===== config.mk =====
export PLATFORM = sky130hd
export DESIGN_NAME = fixed_to_float_rne
export DESIGN_NICKNAME = d
export VERILOG_FILES = /design/src/rtl/fixed_to_float_rne_pkg.sv /design/src/rtl/fixed_to_float_norm.sv /design/src/rtl/fixed_to_float_rne.sv
export SDC_FILE = /design/constraint.sdc
export NUM_CORES = 1
export LEC_CHECK = 0
export ABC_AREA = 1
export BUFFER_PORTS_ARGS = -buffer_cell sky130_fd_sc_hd__buf_4
export CORE_UTILIZATION = 54
export CTS_CLUSTER_DIAMETER = 120
export DETAILED_ROUTE_END_ITERATION = 8
export PLACE_DENSITY = 0.77
export SYNTH_ARGS = -nofsm -noshare
export SYNTH_HDL_FRONTEND = slang
export SYNTH_SLANG_ARGS = --single-unit

===== constraint.sdc =====
create_clock -name i_CLK -period 3.31 [get_ports i_CLK]
set_input_delay 0.1655 -clock i_CLK [delete_from_list [all_inputs] [get_ports i_CLK]]
set_output_delay 0.1655 -clock i_CLK [all_outputs]
set_load 0.02 [all_outputs]

===== src/rtl/fixed_to_float_rne_pkg.sv =====
// Shared constants and helpers for the fixed-point to IEEE-754 single converter.
package fixed_to_float_rne_pkg;

    localparam int lp_BIAS        = 127;
    localparam int lp_EXP_WIDTH   = 8;
    localparam int lp_MAN_WIDTH   = 23;
    localparam int lp_FLOAT_WIDTH = 1 + lp_EXP_WIDTH + lp_MAN_WIDTH;

    // Field positions inside the packed single-precision word
    localparam int lp_SIGN_POS = lp_FLOAT_WIDTH - 1;
    localparam int lp_EXP_MSB  = lp_FLOAT_WIDTH - 2;
    localparam int lp_EXP_LSB  = lp_MAN_WIDTH;
    localparam int lp_MAN_MSB  = lp_MAN_WIDTH - 1;
    localparam int lp_MAN_LSB  = 0;

    // Width of a leading-zero count able to hold 0..width-1
    function automatic int f_clz_width(input int width);
        return $clog2(width);
    endfunction

    // Assemble {sign, exponent, mantissa} into a float word
    function automatic logic [lp_FLOAT_WIDTH-1:0] f_pack(
        input logic                    sign,
        input logic [lp_EXP_WIDTH-1:0] exponent,
        input logic [lp_MAN_WIDTH-1:0] mantissa
    );
        logic [lp_FLOAT_WIDTH-1:0] w_word;
        w_word                         = '0;
        w_word[lp_SIGN_POS]            = sign;
        w_word[lp_EXP_MSB:lp_EXP_LSB]  = exponent;
        w_word[lp_MAN_MSB:lp_MAN_LSB]  = mantissa;
        return w_word;
    endfunction

endpackage


===== src/rtl/fixed_to_float_norm.sv =====
// Combinational normaliser: counts leading zeros of a magnitude and shifts
// it left so the most significant set bit lands in the MSB.
module fixed_to_float_norm
    import fixed_to_float_rne_pkg::*;
#(
    parameter int p_WIDTH = 32
) (
    input  logic [p_WIDTH-1:0]              i_MAG,
    output logic [p_WIDTH-1:0]              o_NORM,
    output logic [f_clz_width(p_WIDTH)-1:0] o_LZC,
    output logic                            o_ALL_ZERO
);

    localparam int lp_ZW = f_clz_width(p_WIDTH);

    logic [p_WIDTH-1:0] w_shift;
    logic [lp_ZW-1:0]   w_lzc;

    // Logarithmic shifter: each step removes 2^k leading zeros if present,
    // and that decision is bit k of the count. Since 2^(lp_ZW-1) < p_WIDTH
    // every step inspects a real slice of the word.
    always_comb begin
        // NOTE: defaults first so every path assigns both outputs; no latch.
        w_shift = i_MAG;
        w_lzc   = '0;
        for (int k = lp_ZW - 1; k >= 0; k--) begin
            // NOTE: blocking assignments are deliberate here: w_shift is a
            // running combinational value refined step by step, not state.
            if ((w_shift >> (p_WIDTH - (1 << k))) == '0) begin
                w_shift  = w_shift << (1 << k);
                w_lzc[k] = 1'b1;
            end
        end
    end

    assign o_NORM     = w_shift;
    assign o_LZC      = w_lzc;
    assign o_ALL_ZERO = (i_MAG == '0);

endmodule


===== src/rtl/fixed_to_float_rne.sv =====
// Three-stage fixed-point to IEEE-754 single converter with round-to-nearest-
// even, inexact/zero flags and a global valid/ready stall.
//   S0: sign and magnitude   S1: normalise, exponent   S2: round and pack
module fixed_to_float_rne
    import fixed_to_float_rne_pkg::*;
#(
    parameter int p_IN_WIDTH  = 32,
    parameter int p_FRAC_BITS = 0
) (
    input  logic                      i_CLK,
    input  logic                      i_RST,
    input  logic                      i_VALID,
    output logic                      o_READY,
    input  logic [p_IN_WIDTH-1:0]     i_FIXED_WORD,
    input  logic                      i_SIGNED,
    output logic                      o_VALID,
    input  logic                      i_READY,
    output logic [lp_FLOAT_WIDTH-1:0] o_FLOAT_WORD,
    output logic                      o_INEXACT,
    output logic                      o_ZERO
);

    localparam int lp_ZW       = f_clz_width(p_IN_WIDTH);
    // Exponent of a word whose MSB is set; each leading zero lowers it by one
    localparam int lp_EXP_BASE = lp_BIAS + p_IN_WIDTH - 1 - p_FRAC_BITS;
    // Narrow inputs are zero-padded so mantissa, guard and sticky always exist
    localparam int lp_EXT_W    = (p_IN_WIDTH < lp_MAN_WIDTH + 3) ? lp_MAN_WIDTH + 3 : p_IN_WIDTH;
    localparam int lp_SIG_W    = lp_MAN_WIDTH + 1;

    // ------------------------------------------------------------------
    // Flow control
    // ------------------------------------------------------------------
    logic w_advance;
    logic r_s0_valid;
    logic r_s1_valid;
    logic r_s2_valid;

    assign w_advance = ~r_s2_valid | i_READY;
    assign o_READY   = w_advance;
    assign o_VALID   = r_s2_valid;

    // Stage-valid shift register; bubbles move with the data on advance
    always_ff @(posedge i_CLK) begin
        if (i_RST) begin
            r_s0_valid <= 1'b0;
            r_s1_valid <= 1'b0;
            r_s2_valid <= 1'b0;
        end else if (w_advance) begin
            r_s0_valid <= i_VALID;
            r_s1_valid <= r_s0_valid;
            r_s2_valid <= r_s1_valid;
        end
    end

    // ------------------------------------------------------------------
    // S0: sign and magnitude
    // ------------------------------------------------------------------
    logic                  w_in_neg;
    logic [p_IN_WIDTH-1:0] w_in_mag;
    logic                  r_s0_sign;
    logic [p_IN_WIDTH-1:0] r_s0_mag;

    // Two's complement negate is taken as unsigned, so -2^(W-1) maps to 2^(W-1)
    assign w_in_neg = i_SIGNED & i_FIXED_WORD[p_IN_WIDTH-1];
    assign w_in_mag = w_in_neg ? (~i_FIXED_WORD + p_IN_WIDTH'(1)) : i_FIXED_WORD;

    // ------------------------------------------------------------------
    // S1: normalise and exponent
    // ------------------------------------------------------------------
    logic [p_IN_WIDTH-1:0]   w_norm;
    logic [lp_ZW-1:0]        w_lzc;
    logic                    w_all_zero;
    logic                    r_s1_sign;
    logic                    r_s1_zero;
    logic [p_IN_WIDTH-1:0]   r_s1_norm;
    logic [lp_EXP_WIDTH-1:0] r_s1_exp;

    fixed_to_float_norm #(
        .p_WIDTH    (p_IN_WIDTH)
    ) u_norm (
        .i_MAG      (r_s0_mag),
        .o_NORM     (w_norm),
        .o_LZC      (w_lzc),
        .o_ALL_ZERO (w_all_zero)
    );

    // Pipeline data registers for S0 and S1, loaded whenever the pipe moves
    // NOTE: these carry no reset; a stale value is harmless because the
    // matching valid bit is cleared, and skipping reset keeps the flops lean.
    always_ff @(posedge i_CLK) begin
        if (w_advance) begin
            r_s0_sign <= w_in_neg;
            r_s0_mag  <= w_in_mag;
            r_s1_sign <= r_s0_sign;
            r_s1_zero <= w_all_zero;
            r_s1_norm <= w_norm;
            r_s1_exp  <= lp_EXP_WIDTH'(lp_EXP_BASE - int'(w_lzc));
        end
    end

    // ------------------------------------------------------------------
    // S2: round to nearest even, handle carry, pack
    // ------------------------------------------------------------------
    logic [lp_EXT_W-1:0]       w_ext;
    logic [lp_SIG_W-1:0]       w_sig;
    logic                      w_guard;
    logic                      w_sticky;
    logic                      w_round_up;
    logic [lp_SIG_W:0]         w_sum;
    logic                      w_carry;
    logic [lp_EXP_WIDTH-1:0]   w_exp_rnd;
    logic [lp_FLOAT_WIDTH-1:0] w_pack;
    logic [lp_FLOAT_WIDTH-1:0] w_res_word;
    logic                      w_res_inexact;

    // Left-align the normalised word; the hidden bit sits at the top of w_sig
    assign w_ext      = lp_EXT_W'(r_s1_norm) << (lp_EXT_W - p_IN_WIDTH);
    assign w_sig      = w_ext[lp_EXT_W-1 -: lp_SIG_W];
    assign w_guard    = w_ext[lp_EXT_W-lp_SIG_W-1];
    assign w_sticky   = |w_ext[lp_EXT_W-lp_SIG_W-2:0];
    assign w_round_up = w_guard & (w_sticky | w_sig[0]);

    // Rounding an all-ones significand yields 10.00..0: the mantissa wraps to
    // zero and the exponent absorbs the carry
    assign w_sum      = {1'b0, w_sig} + (lp_SIG_W + 1)'(w_round_up);
    assign w_carry    = w_sum[lp_SIG_W] & ~w_sum[lp_SIG_W-1];
    assign w_exp_rnd  = r_s1_exp + lp_EXP_WIDTH'(w_carry);
    assign w_pack     = f_pack(r_s1_sign, w_exp_rnd, w_sum[lp_MAN_WIDTH-1:0]);

    // Zero input bypasses the packer so it always encodes as +0 and exact
    always_comb begin
        w_res_word    = w_pack;
        w_res_inexact = w_guard | w_sticky;
        if (r_s1_zero) begin
            w_res_word    = '0;
            w_res_inexact = 1'b0;
        end
    end

    logic [lp_FLOAT_WIDTH-1:0] r_out_word;
    logic                      r_out_inexact;
    logic                      r_out_zero;

    // Output registers: cleared on reset, otherwise held unless the pipe moves
    always_ff @(posedge i_CLK) begin
        if (i_RST) begin
            r_out_word    <= '0;
            r_out_inexact <= 1'b0;
            r_out_zero    <= 1'b0;
        end else if (w_advance) begin
            r_out_word    <= w_res_word;
            r_out_inexact <= w_res_inexact;
            r_out_zero    <= r_s1_zero;
        end
    end

    assign o_FLOAT_WORD = r_out_word;
    assign o_INEXACT    = r_out_inexact;
    assign o_ZERO       = r_out_zero;

endmodule


==> results of run 1 <==
## cell type report
class | count | area (sq um) | share of cell area (%)
Clock inverter | 5 | 35.0 | 0.406
Tap cell | 172 | 215 | 2.50
Clock buffer | 11 | 264 | 3.06
Multi-Input combinational cell | 723 | 3630 | 42.1
Inverter | 147 | 552 | 6.40
Timing Repair Buffer | 120 | 928 | 10.8
Sequential cell | 112 | 2990 | 34.7
## worst paths after layout
| check | depth (start not counted) | start | end |
|---|---|---|---|
| max | 25 | r_s1_norm[1] | o_FLOAT_WORD[30] |
| min | 3 | i_VALID | r_s0_valid |
| max reg2reg | 25 | r_s1_norm[1] | o_FLOAT_WORD[30] |
| min reg2reg | 0 | r_s0_sign | r_s1_sign |
## registers in the layout, indices dropped and copies added, names as in the netlist
register      count
r_s1_exp          8
r_s1_valid        1
o_VALID           1
r_s1_norm        32
r_s0_sign         1
o_FLOAT_WORD     32
r_s0_valid        1
o_ZERO            1
r_s1_sign         1
r_s0_mag         32
o_INEXACT         1
r_s1_zero         1
## routing by layer
layer / GRT usage, % / part of all wire, %
met1: 28.4 / 45
met2: 38.8 / 49
met3: 3.00 / 3.7
met4: 8.41 / 2.2
met5: 0 / 0
## kinds of logic after synthesis
family,count (synthesis),share of synthesized area (%)
simple gates,531,31.0
xor+xnor,34,4.13
fa+ha+maj,6,1.04
buf+inv,192,11.0
flops,112,41.5
compound gates,152,11.4
## power by group
part	internal, W	total, W	leakage [nW]	switching, W
Combinational	0.000555	0.00148	2.89	0.000920
Clock	0.000581	0.00109	0.149	0.000506
Sequential	0.00182	0.00200	1.10	0.000181
## repair_timing
item	4_1_cts	5_1_grt
hold buffers	1	0
cloned	0	0
buffers inserted	17	9
pin swaps	13	26
endpoints found under the hold margin	1	0
endpoints found under the setup margin	5	12
resized for setup	18	31
## worst max-delay path, delay by kind of cell, from the launching register on
family	cells	cell delay [ps]
xor+xnor	1	180
flops	1	340
buf+inv	2	120
fa+ha+maj	2	380
simple gates	18	2090
compound gates	2	300
## cell usage after synthesis, drive strengths merged
library cell	instances	area, sq um
or3b	1	8.76
clkinv	1	3.75
clkbuf	16	61.3
a211oi	1	7.51
nor3	11	55.1
a31oi	2	12.5
or2	3	18.8
a21boi	2	15.0
dfxtp	37	741
xnor2	11	96.3
nand3	65	335
buf	29	183
a21o	1	7.51
xor2	23	201
nand2	348	1340
inv	146	548
o21ai	85	429
nand4	6	37.5
o211ai	5	37.5
o221ai	2	17.5
edfxtp	75	2250
or4	1	7.51
o21bai	5	41.3
o31ai	1	7.51
a21oi	47	235
nor4	2	12.5
nand3b	6	45.0
nor2	88	373
ha	6	75.1
a31o	1	8.76
## stage by stage
step / instances / setup WS (ps) / hold WS, ps / total power (W)
6_report: 1290 / -192 / 64.2 / 0.00456
5_1_grt: 1290 / -441 / 84.8 / 0.00486
4_1_cts: 1281 / -98.2 / 62.1 / 0.00448
3_5_place_dp: 1247 / -206 / 359 / 0.00338
3_3_place_gp: 1247 / -89.0 / 356 / 0.00335
2_1_floorplan: 1027 / 73.1 / 264 / 0.00300
==> key figures, run 1 <==
Worst setup path
  – Crit path max fanout: 3
  – Slowest CP cell: edfxtp_1
  – WP data required: 3600 ps
  – CP arrival: roughly 3800 ps
  – Cell mode on critical path: nor2_4
  – CP Class: flop to flop
  – Worst R2R Setup Slack: -190 ps
  – Endpoint class of the critical path: flop
  – Worst path max stage delay: about 340 ps
  – Crit path launch type: flop

Drt
  – Initial drt markers: between 400 and 500
  – Vias per inst: just over 5
  – Vias: ~6500
  – WL/cell: around 12 um
  – Drt total wl: between 15000 and 20000 um
  – Detail Route Antenna Nets: 0
  – Remaining DRCs: 0
  – Drt pass-1 iters: 5

Timing
  – Slack of the critical path: -192 ps
  – Final hold violation count: 0
  – Final min period: about 3500 ps
  – Fin crit share: 106%
  – Max-slew violations: 0
  – RSZ-0062 raised after global routing: true
  – Slew @ Worst Pin: roughly 900 ps
  – Sum of negative setup slack: -571 ps
  – FMAX: approximately 290 MHz
  – Relative slew margins: between 40% and 50%
  – Setup Viol. Count Final: 8
  – Max Clock Skew: around 9.3 ps

Floorplanning
  – Rows: a little over 40
  – Core area: around 13000 sq um
  – Die Span X: ~120 um
  – IO Pins: 73
  – Initial core utilization: 56.3%
  – Die area: 13800 sq um
  – Die Height: around 120 um

Clocking
  – Root Buffer: clkbuf_16
  – CTS sink cnt: approximately 110
  – CTS buffer count: 9
  – CTS Buffer Depth: 2
  – CTS tree: yes
  – Worst-Skew Late Latency: roughly 360 ps
  – Clock transition at path regs: roughly 80 ps
  – CTS H-Tree Depth: 3

Global route
  – Global-route usage over all layers: between 20% and 30%
  – Initial antenna violation count: 0
  – Pin count of the biggest net entering global routing: 57
  – First-pass GRT wire length: 25900 um
  – Number of global-route vias before repair: around 6000
  – GR Overflow Total: 0

Synthesis
  – Register area share after synthesis: between 40% and 50%
  – Yosys cell types: between 40 and 50
  – Syn Inst Count: around 1000
  – Yosys warnings: 0
  – Avg Synthesized Cell Area: roughly 7 sq um
  – Mapped Nets: approximately 1100
  – Synthesized cell area: roughly 7200 sq um
  – Seq cells post-synth: 112

Finish
  – Post-layout util: between 60% and 70%
  – Ant diodes: 0
  – Share of post-route cells with drive strength above 1: around 18%
  – Fillers: 1134
  – Commonest non-fill, non-tap cell in the layout: nand2_1
  – Most frequent cells in the layout: 337 x nand2_1, 137 x inv_1, 117 x buf_4
  – Nets: 1156
  – Layout area overhead: 19.4%
  – Design area: between 8000 and 9000 sq um

Place
  – Final Wtd Congestion: 0.953
  – Number of port buffers: roughly 70
  – Placement Cell Area: 7920 sq um
  – Hpwl dp: between 10000 and 15000 um

Run
  – Max Cap Violations: 0

Outcome
  – Status: finished, violations left
  – Failing checks: setup timing

Pwr
  – Maximum vdd drop: approximately 0.00026 V
  – Power Dens Cells: roughly 530 nW/um^2
  – Leak: 4.14 nW

Min path
  – Min-delay worst type: input pin to flop
(Power assumes the default switching activity.)
==> run 2, diff against run 1 <==
- CELL_PAD_IN_SITES_DETAIL_PLACEMENT: not set -> 1
- CELL_PAD_IN_SITES_GLOBAL_PLACEMENT: not set -> 2
- CORE_UTILIZATION: 54 -> 31
- HOLD_SLACK_MARGIN: not set -> 0.03
- PLACE_DENSITY: 0.77 -> not set
- PLACE_DENSITY_LB_ADDON: not set -> 0.1
==> run 2 against run 1 <==
The run still ends with setup timing left. Clock power hardly changed. Register-to-register slack better by 20 ps. Combinational power increased by 3%. Routed wire length is 26% higher. Core utilization fell by 28 points. Critical endpoint is now o_FLOAT_WORD[25]. Largest power group unchanged.
==> key figures, run 2 (same netlist as run 1, synthesis figures left out) <==
Floorplanning
  – Die area: 23900 sq um (+73%)
  – Die Height: 155 um (+31%)
  – IO Pins: 73 (unchanged)
  – Die Span X: 155 um (+31%)
  – Core area: 22700 sq um (+77%)
  – Initial core utilization: 31.8% (-24 points)
  – Rows: 55 (+34%)

Worst setup path
  – WP data required: 3600 ps (about the same)
  – CP Class: flop to flop
  – Critical path cell sequence: or4_4 > nor4_4 > a21oi_2 > ha_2 > ha_4 > nand3_2 > nor2_1 > inv_1 > nor2_2 > nand3_2 > nor2_2 > nand4_1 > nor2_2 > inv_2 > nor2_4 > nand3_2 > nor2_2 > ha_2 > buf_4 > ha_4 > buf_4 > xor2_1 > nand2_1 > a21oi_1
  – Crit path launch type: flop
  – CP arrival: 3770 ps (-20 ps)
  – Slowest CP cell: or4_4
  – Cell mode on critical path: nor2_2
  – Crit path max fanout: 2 (-1)
  – Origin of the critical flop-to-flop path: r_s1_norm[2]
  – Top delay family on crit path: simple AND/OR/NAND/NOR gates
  – CP startpoint: r_s1_norm[2]
  – Worst path max stage delay: 560 ps (+220 ps)
  – Endpoint class of the critical path: flop
  – WP buf/inv: 4 (+2)

Timing
  – Slew @ Worst Pin: 974 ps (+96.9 ps)
  – FMAX: 287 MHz (+0.60%)
  – Relative slew margins: 35.1% (-6.4 points)
  – RSZ-0062 raised after global routing: true
  – Setup Viol. Count Final: 6 (-2)
  – Max-slew violations: 0 (unchanged)
  – Hold WS: 75.2 ps (+11.1 ps)
  – Max Clock Skew: 10.1 ps (+0.803 ps)
  – Fin crit share: 105% (-0.63 points)
  – Slack of the critical path: -171 ps (+20.9 ps)
  – Final hold violation count: 0 (unchanged)
  – Final min period: 3480 ps (-20.9 ps)

Drt
  – Vias per inst: 4.65 (-7.5%)
  – Detail Route Antenna Nets: 0 (unchanged)
  – Initial drt markers: 299 (-36%)
  – Remaining DRCs: 0 (unchanged)
  – WL/cell: 13.8 um (+15%)
  – Drt total wl: 19500 um (+26%)
  – Vias: 6565 (+1.1%)
  – Drt pass-1 iters: 4 (-1)

Global route
  – Number of global-route vias before repair: 6547 (+9.8%)
  – First-pass GRT wire length: 32600 um (+26%)
  – GR Overflow Total: 0 (unchanged)
  – Initial antenna violation count: 0 (unchanged)
  – Global-route usage over all layers: 17.0% (-5.5 points)
  – Pin count of the biggest net entering global routing: 76 (+33%)

Place
  – Placement Cell Area: 8160 sq um (+3.1%)
  – Final Wtd Congestion: 0.799 (-16%)
  – Hpwl dp: 14800 um (+35%)
  – Number of port buffers: 72 (unchanged)

Clocking
  – CTS buffer count: 9 (unchanged)
  – CTS tree: yes
  – Root Buffer: clkbuf_16
  – CTS sink cnt: 112 (unchanged)
  – CTS H-Tree Depth: 3 (unchanged)
  – Clock transition at path regs: 80 ps (about the same)
  – CTS Buffer Depth: 2 (unchanged)
  – Worst-Skew Late Latency: 360 ps (about the same)

Finish
  – Design area: 8790 sq um (+2.0%)
  – Most frequent cells in the layout: 338 x nand2_1, 139 x inv_1, 124 x buf_4
  – Ant diodes: 0 (unchanged)
  – Nets: 1164 (+0.69%)
  – Commonest non-fill, non-tap cell in the layout: nand2_1
  – Layout area overhead: 21.8%
  – Share of post-route cells with drive strength above 1: 18.3% (+0.32 points)
  – Post-layout util: 38.7% (-28 points)

Min path
  – HP Start: i_VALID
  – Min-delay worst type: input pin to flop

Pwr
  – Power Dens Cells: 527 nW/um^2 (-0.43%)
  – Leak: 4.15 nW (+0.37%)
  – Maximum vdd drop: 0.000196 V (-25%)

Outcome
  – Failing checks: setup timing
  – Status: finished, violations left

Run
  – Max Cap Violations: 0 (unchanged)
run 2: area by class of cell:
cell class                      count  area (sq um)
Multi-Input combinational cell    723          3590
Timing Repair Buffer              128          1000
Clock buffer                       12           258
Inverter                          147           557
Fill cell                        2861         13900
Tap cell                          285           357
Sequential cell                   112          2990
Clock inverter                      4          35.0
run 2: power by group:
| group | switching [W] | internal [W] |
|---|---|---|
| sequential | 0.000176 | 0.00182 |
| clock | 0.000540 | 0.000569 |
| combinational | 0.000965 | 0.000564 |
| total | 0.00168 | 0.00295 |
run 2: final timing paths:
kind,to,slack [ps],cells after the start
min reg2reg,r_s1_sign,430,0
min,r_s0_valid,80,3
max,o_FLOAT_WORD[25],-170,24
max reg2reg,o_FLOAT_WORD[25],-170,24
run 2: tightest hold or removal path, stage by stage:
cell	delay (ps)
buf_4	110
nand2_1	50
a21oi_1	60
run 2: repair_timing:
item,CTS,global route
hold endpoints to repair,1,0
endpoints found under the setup margin,7,21
gates resized for setup,25,16
pin swaps,13,18
setup buffers,16,6
cloned,0,0
hold buffers,1,0
run 2: through the flow:
stage               setup slack, ps  setup TNS, ps  cells  total power (W)
floorplan                      73.1              0   1027          0.00300
global placement               -179           -588   1372          0.00348
detailed placement             -316          -1410   1372          0.00351
CTS                            -135           -612   1405          0.00469
global route                   -415          -2350   1411          0.00497
finish                         -171           -670   1411          0.00463
run 2: layer usage:
layer | track usage (%) | routed length (um) | up-vias
li1 | - | - | 3450
met1 | 22.0 | 9620 | 3042
met2 | 29.8 | 9390 | 63
met3 | 2.35 | 361 | 10
met4 | 3.72 | 166 | 0
met5 | 0 | 0 | -
==> run 3, diff against run 2 <==
- ABC_AREA: 1 -> 0
- CORE_UTILIZATION: 31 -> 35
==> run 3 against run 2 <==
The run now ends clean. Sequential cell count unchanged. Critical endpoint is now r_s1_exp[4]. Clock power about the same. Critical path type unchanged. Cell count down 25%. Area after synthesis down 4.0%. Largest power group unchanged. Total power down 7.0%. Combinational power down 18%. Global-route usage up 4.9 points.
==> key figures, run 3 <==
Place
  – Final Wtd Congestion: 0.975 (+22%)
  – Number of port buffers: 72 (unchanged)
  – Hpwl dp: 17200 um (+16%)
  – # placed instances: 1040 (-24%)

Drt
  – Initial drt markers: 286 (-4.3%)
  – Drt pass-1 iters: 4 (unchanged)
  – Remaining DRCs: 0 (unchanged)
  – Drt total wl: 21300 um (+8.9%)
  – WL/cell: 20.1 um (+45%)
  – Vias: 5736 (-13%)
  – Detail Route Antenna Nets: 0 (unchanged)
  – Vias per inst: 5.43 (+17%)

Synthesis
  – Top cells by count, synth: 75 x edfxtp_1, 70 x nor2_1, 48 x mux2i_1
  – Yosys warnings: 0 (unchanged)
  – Avg Synthesized Cell Area: 10.3 sq um (+47%)
  – Async set or reset register ratio after synthesis: 0% (unchanged)
  – Synthesized cell area: 6930 sq um (-4.0%)
  – Area fraction of the dominant cell type after synthesis: 32.5% (+1.3 points)
  – Register area share after synthesis: 43.2% (+1.7 points)
  – Main synth FF type: edfxtp_1
  – Ranking of synthesized cells by area: edfxtp_1 32%, dfxtp_1 11%, mux2i_1 6.9%, xnor2_1 4.5%, nor2_1 3.8%
  – Seq cells post-synth: 112 (unchanged)
  – Most numerous cell in the Yosys netlist: edfxtp_1
  – Mapped Nets: 714 (-33%)
  – Synth area leader: edfxtp_1
  – Number of flops mapped to enable cells by yosys: 75 (unchanged)
  – Syn Inst Count: 671 (-35%)
  – Yosys cell types: 73 (+70%)

Clocking
  – Root Buffer: clkbuf_16
  – Worst-Skew Late Latency: 360 ps (about the same)
  – CTS Buffer Depth: 2 (unchanged)
  – Clock transition at path regs: 80 ps (about the same)
  – CTS buffer count: 9 (unchanged)
  – CTS H-Tree Depth: 3 (unchanged)
  – CTS tree: yes
  – CTS sink cnt: 112 (unchanged)

Timing
  – Final hold violation count: 0 (unchanged)
  – Relative slew margins: 34.4% (-0.65 points)
  – Slew @ Worst Pin: 976 ps (+2.18 ps)
  – Setup Viol. Count Final: 0 (-6)
  – Final min period: 3190 ps (-289 ps)
  – Fin crit share: 96.4% (-8.7 points)
  – Max Clock Skew: 11.4 ps (+1.28 ps)
  – Max-slew violations: 0 (unchanged)
  – FMAX: 313 MHz (+9.1%)
  – Hold WS: 51.3 ps (-24.0 ps)

Worst setup path
  – Worst-case reg-to-reg path depth: 10 (-58%)
  – Worst R2R Setup Slack: 120 ps (+290 ps)
  – WP data required: 3420 ps (-180 ps)
  – R2r endpoint: r_s1_exp[4]
  – Endpoint class of the critical path: flop
  – CP arrival: 3300 ps (-470 ps)
  – Crit path launch type: flop
  – Origin of the critical flop-to-flop path: r_s0_mag[29]
  – Crit path max fanout: 13 (+11)
  – CP Class: flop to flop

Finish
  – Commonest non-fill, non-tap cell in the layout: buf_4
  – Most frequent cells in the layout: 133 x buf_4, 75 x edfxtp_1, 69 x nor2_1
  – Share of post-route cells with drive strength above 1: 26.1% (+7.8 points)
  – Non-filler cells, final: 1057 (-25%)
  – Ant diodes: 0 (unchanged)
  – Nets: 830 (-29%)
  – Layout area overhead: 21.4%

Global route
  – Global-route usage over all layers: 21.9% (+4.9 points)
  – GR Overflow Total: 0 (unchanged)
  – Initial antenna violation count: 0 (unchanged)
  – Pin count of the biggest net entering global routing: 49 (-36%)
  – Number of global-route vias before repair: 6195 (-5.4%)
  – First-pass GRT wire length: 33800 um (+3.8%)

Outcome
  – Status: finished clean

Pwr
  – Tot Pwr: 0.00431 W (-7.0%)
  – Leak: 3.35 nW (-19%)
  – Maximum vdd drop: 0.000198 V (+0.71%)
  – Power Dens Cells: 512 nW/um^2 (-2.9%)

Floorplanning
  – Initial core utilization: 35.6% (+3.8 points)
  – Die Height: 143 um (-7.7%)
  – Die Span X: 143 um (-7.7%)
  – Rows: 51 (-7.3%)
  – Core area: 19500 sq um (-14%)
  – Die area: 20400 sq um (-15%)
  – IO Pins: 73 (unchanged)

Min path
  – Hold Path Depth: 3 (unchanged)
  – Hold path endpoint: r_s0_valid
  – Min-delay worst type: input pin to flop
  – HP Start: i_VALID

Run
  – Max Cap Violations: 0 (unchanged)
-- run 3: cell types whose count changed in the layout (fill, tap and decap cells not counted), sizes merged, moves of 13 or more --
| cell | previous run | this run |
|---|---|---|
| mux2 | 0 | 21 |
| nand2 | 348 | 29 |
| nor2 | 88 | 75 |
| and3 | 0 | 13 |
| inv | 148 | 15 |
| o21ai | 85 | 37 |
| a22oi | 0 | 33 |
| xnor2 | 11 | 36 |
| mux2i | 0 | 48 |
| nand3 | 65 | 23 |
-- run 3: worst max-delay path by stage --
stage | depth (start not counted) | start | to | slack [ps]
after CTS | 9 | r_s0_mag[28] | r_s1_norm[15] | 90
after global routing | 15 | r_s1_norm[2] | o_FLOAT_WORD[27] | -10
after floorplan | 13 | r_s0_mag[17] | r_s1_exp[4] | 210
final | 10 | r_s0_mag[29] | r_s1_exp[4] | 120
after detailed placement | 16 | r_s1_norm[3] | o_FLOAT_WORD[29] | 3
after global placement | 16 | r_s1_norm[6] | o_FLOAT_WORD[29] | 70
-- run 3: cell type report --
type	count	area (sq um)
multi-input cells	516	3700
fillers	2227	11000
flip-flops and latches	112	2990
well taps	265	332
clock buffers	11	243
repair buffers	137	1060
clock inverters	5	46.3
inverters	11	41.3
-- run 3: per-layer routing --
metal  vias to the layer above  part of all wire (%)  routed length [um]  GRT usage, %
met1                      2767                    40                8540          24.0
met3                        45                   3.0                 640          2.15
li1                       2774                     -                   -             -
met5                         -                     0                   0             0
met2                       150                    53               11200          41.2
met4                         0                   4.2                 889          11.8
-- run 3: timing repair --
| item | in CTS | in global routing |
|---|---|---|
| resized for setup | 1 | 3 |
| hold endpoints to repair | 1 | 0 |
| endpoints found under the setup margin | 1 | 24 |
| buffers inserted | 0 | 0 |
| pin swaps | 0 | 1 |
| hold buffers | 1 | 0 |
-- run 3: critical path, stage by stage (launching register included) --
cell	delay, ps
edfxtp_1	440
or4_4	670
nor4_4	330
buf_4	260
a221o_1	290
and3_4	240
o21a_1	240
nor2_8	70
ha_1	230
nand3_1	90
xnor2_1	80
-- run 3: per-stage QoR --
step,TNS (ps),util (%),setup slack [ps],cell area [sq um]
5_1_grt,-23.6,43.2,-14.4,8420
6_report,0,43.2,118,8420
2_1_floorplan,0,-,212,6930
4_1_cts,0,43.2,90.9,8400
3_5_place_dp,0,41.6,2.65,8100
3_3_place_gp,0,41.6,69.3,8100
-- run 3: where the power goes --
group	total, W	internal [W]	switching (W)
logic	0.00126	0.000577	0.000687
registers	0.00195	0.00177	0.000179
clock network	0.00109	0.000549	0.000545
total	0.00431	0.00290	0.00141
-- run 3: kinds of logic (layout without fill, tap and decap cells) --
group,after synthesis,count (layout),synth area share [%]
muxes,69,69,10.4
AOI/OAI and AO/OA,168,168,16.5
adders and majority gates,6,6,1.08
and+or+nand+nor,214,214,17.6
DFF,112,112,43.2
xor gates and xnor gates,59,59,7.45
buffers and inverters,43,164,3.68
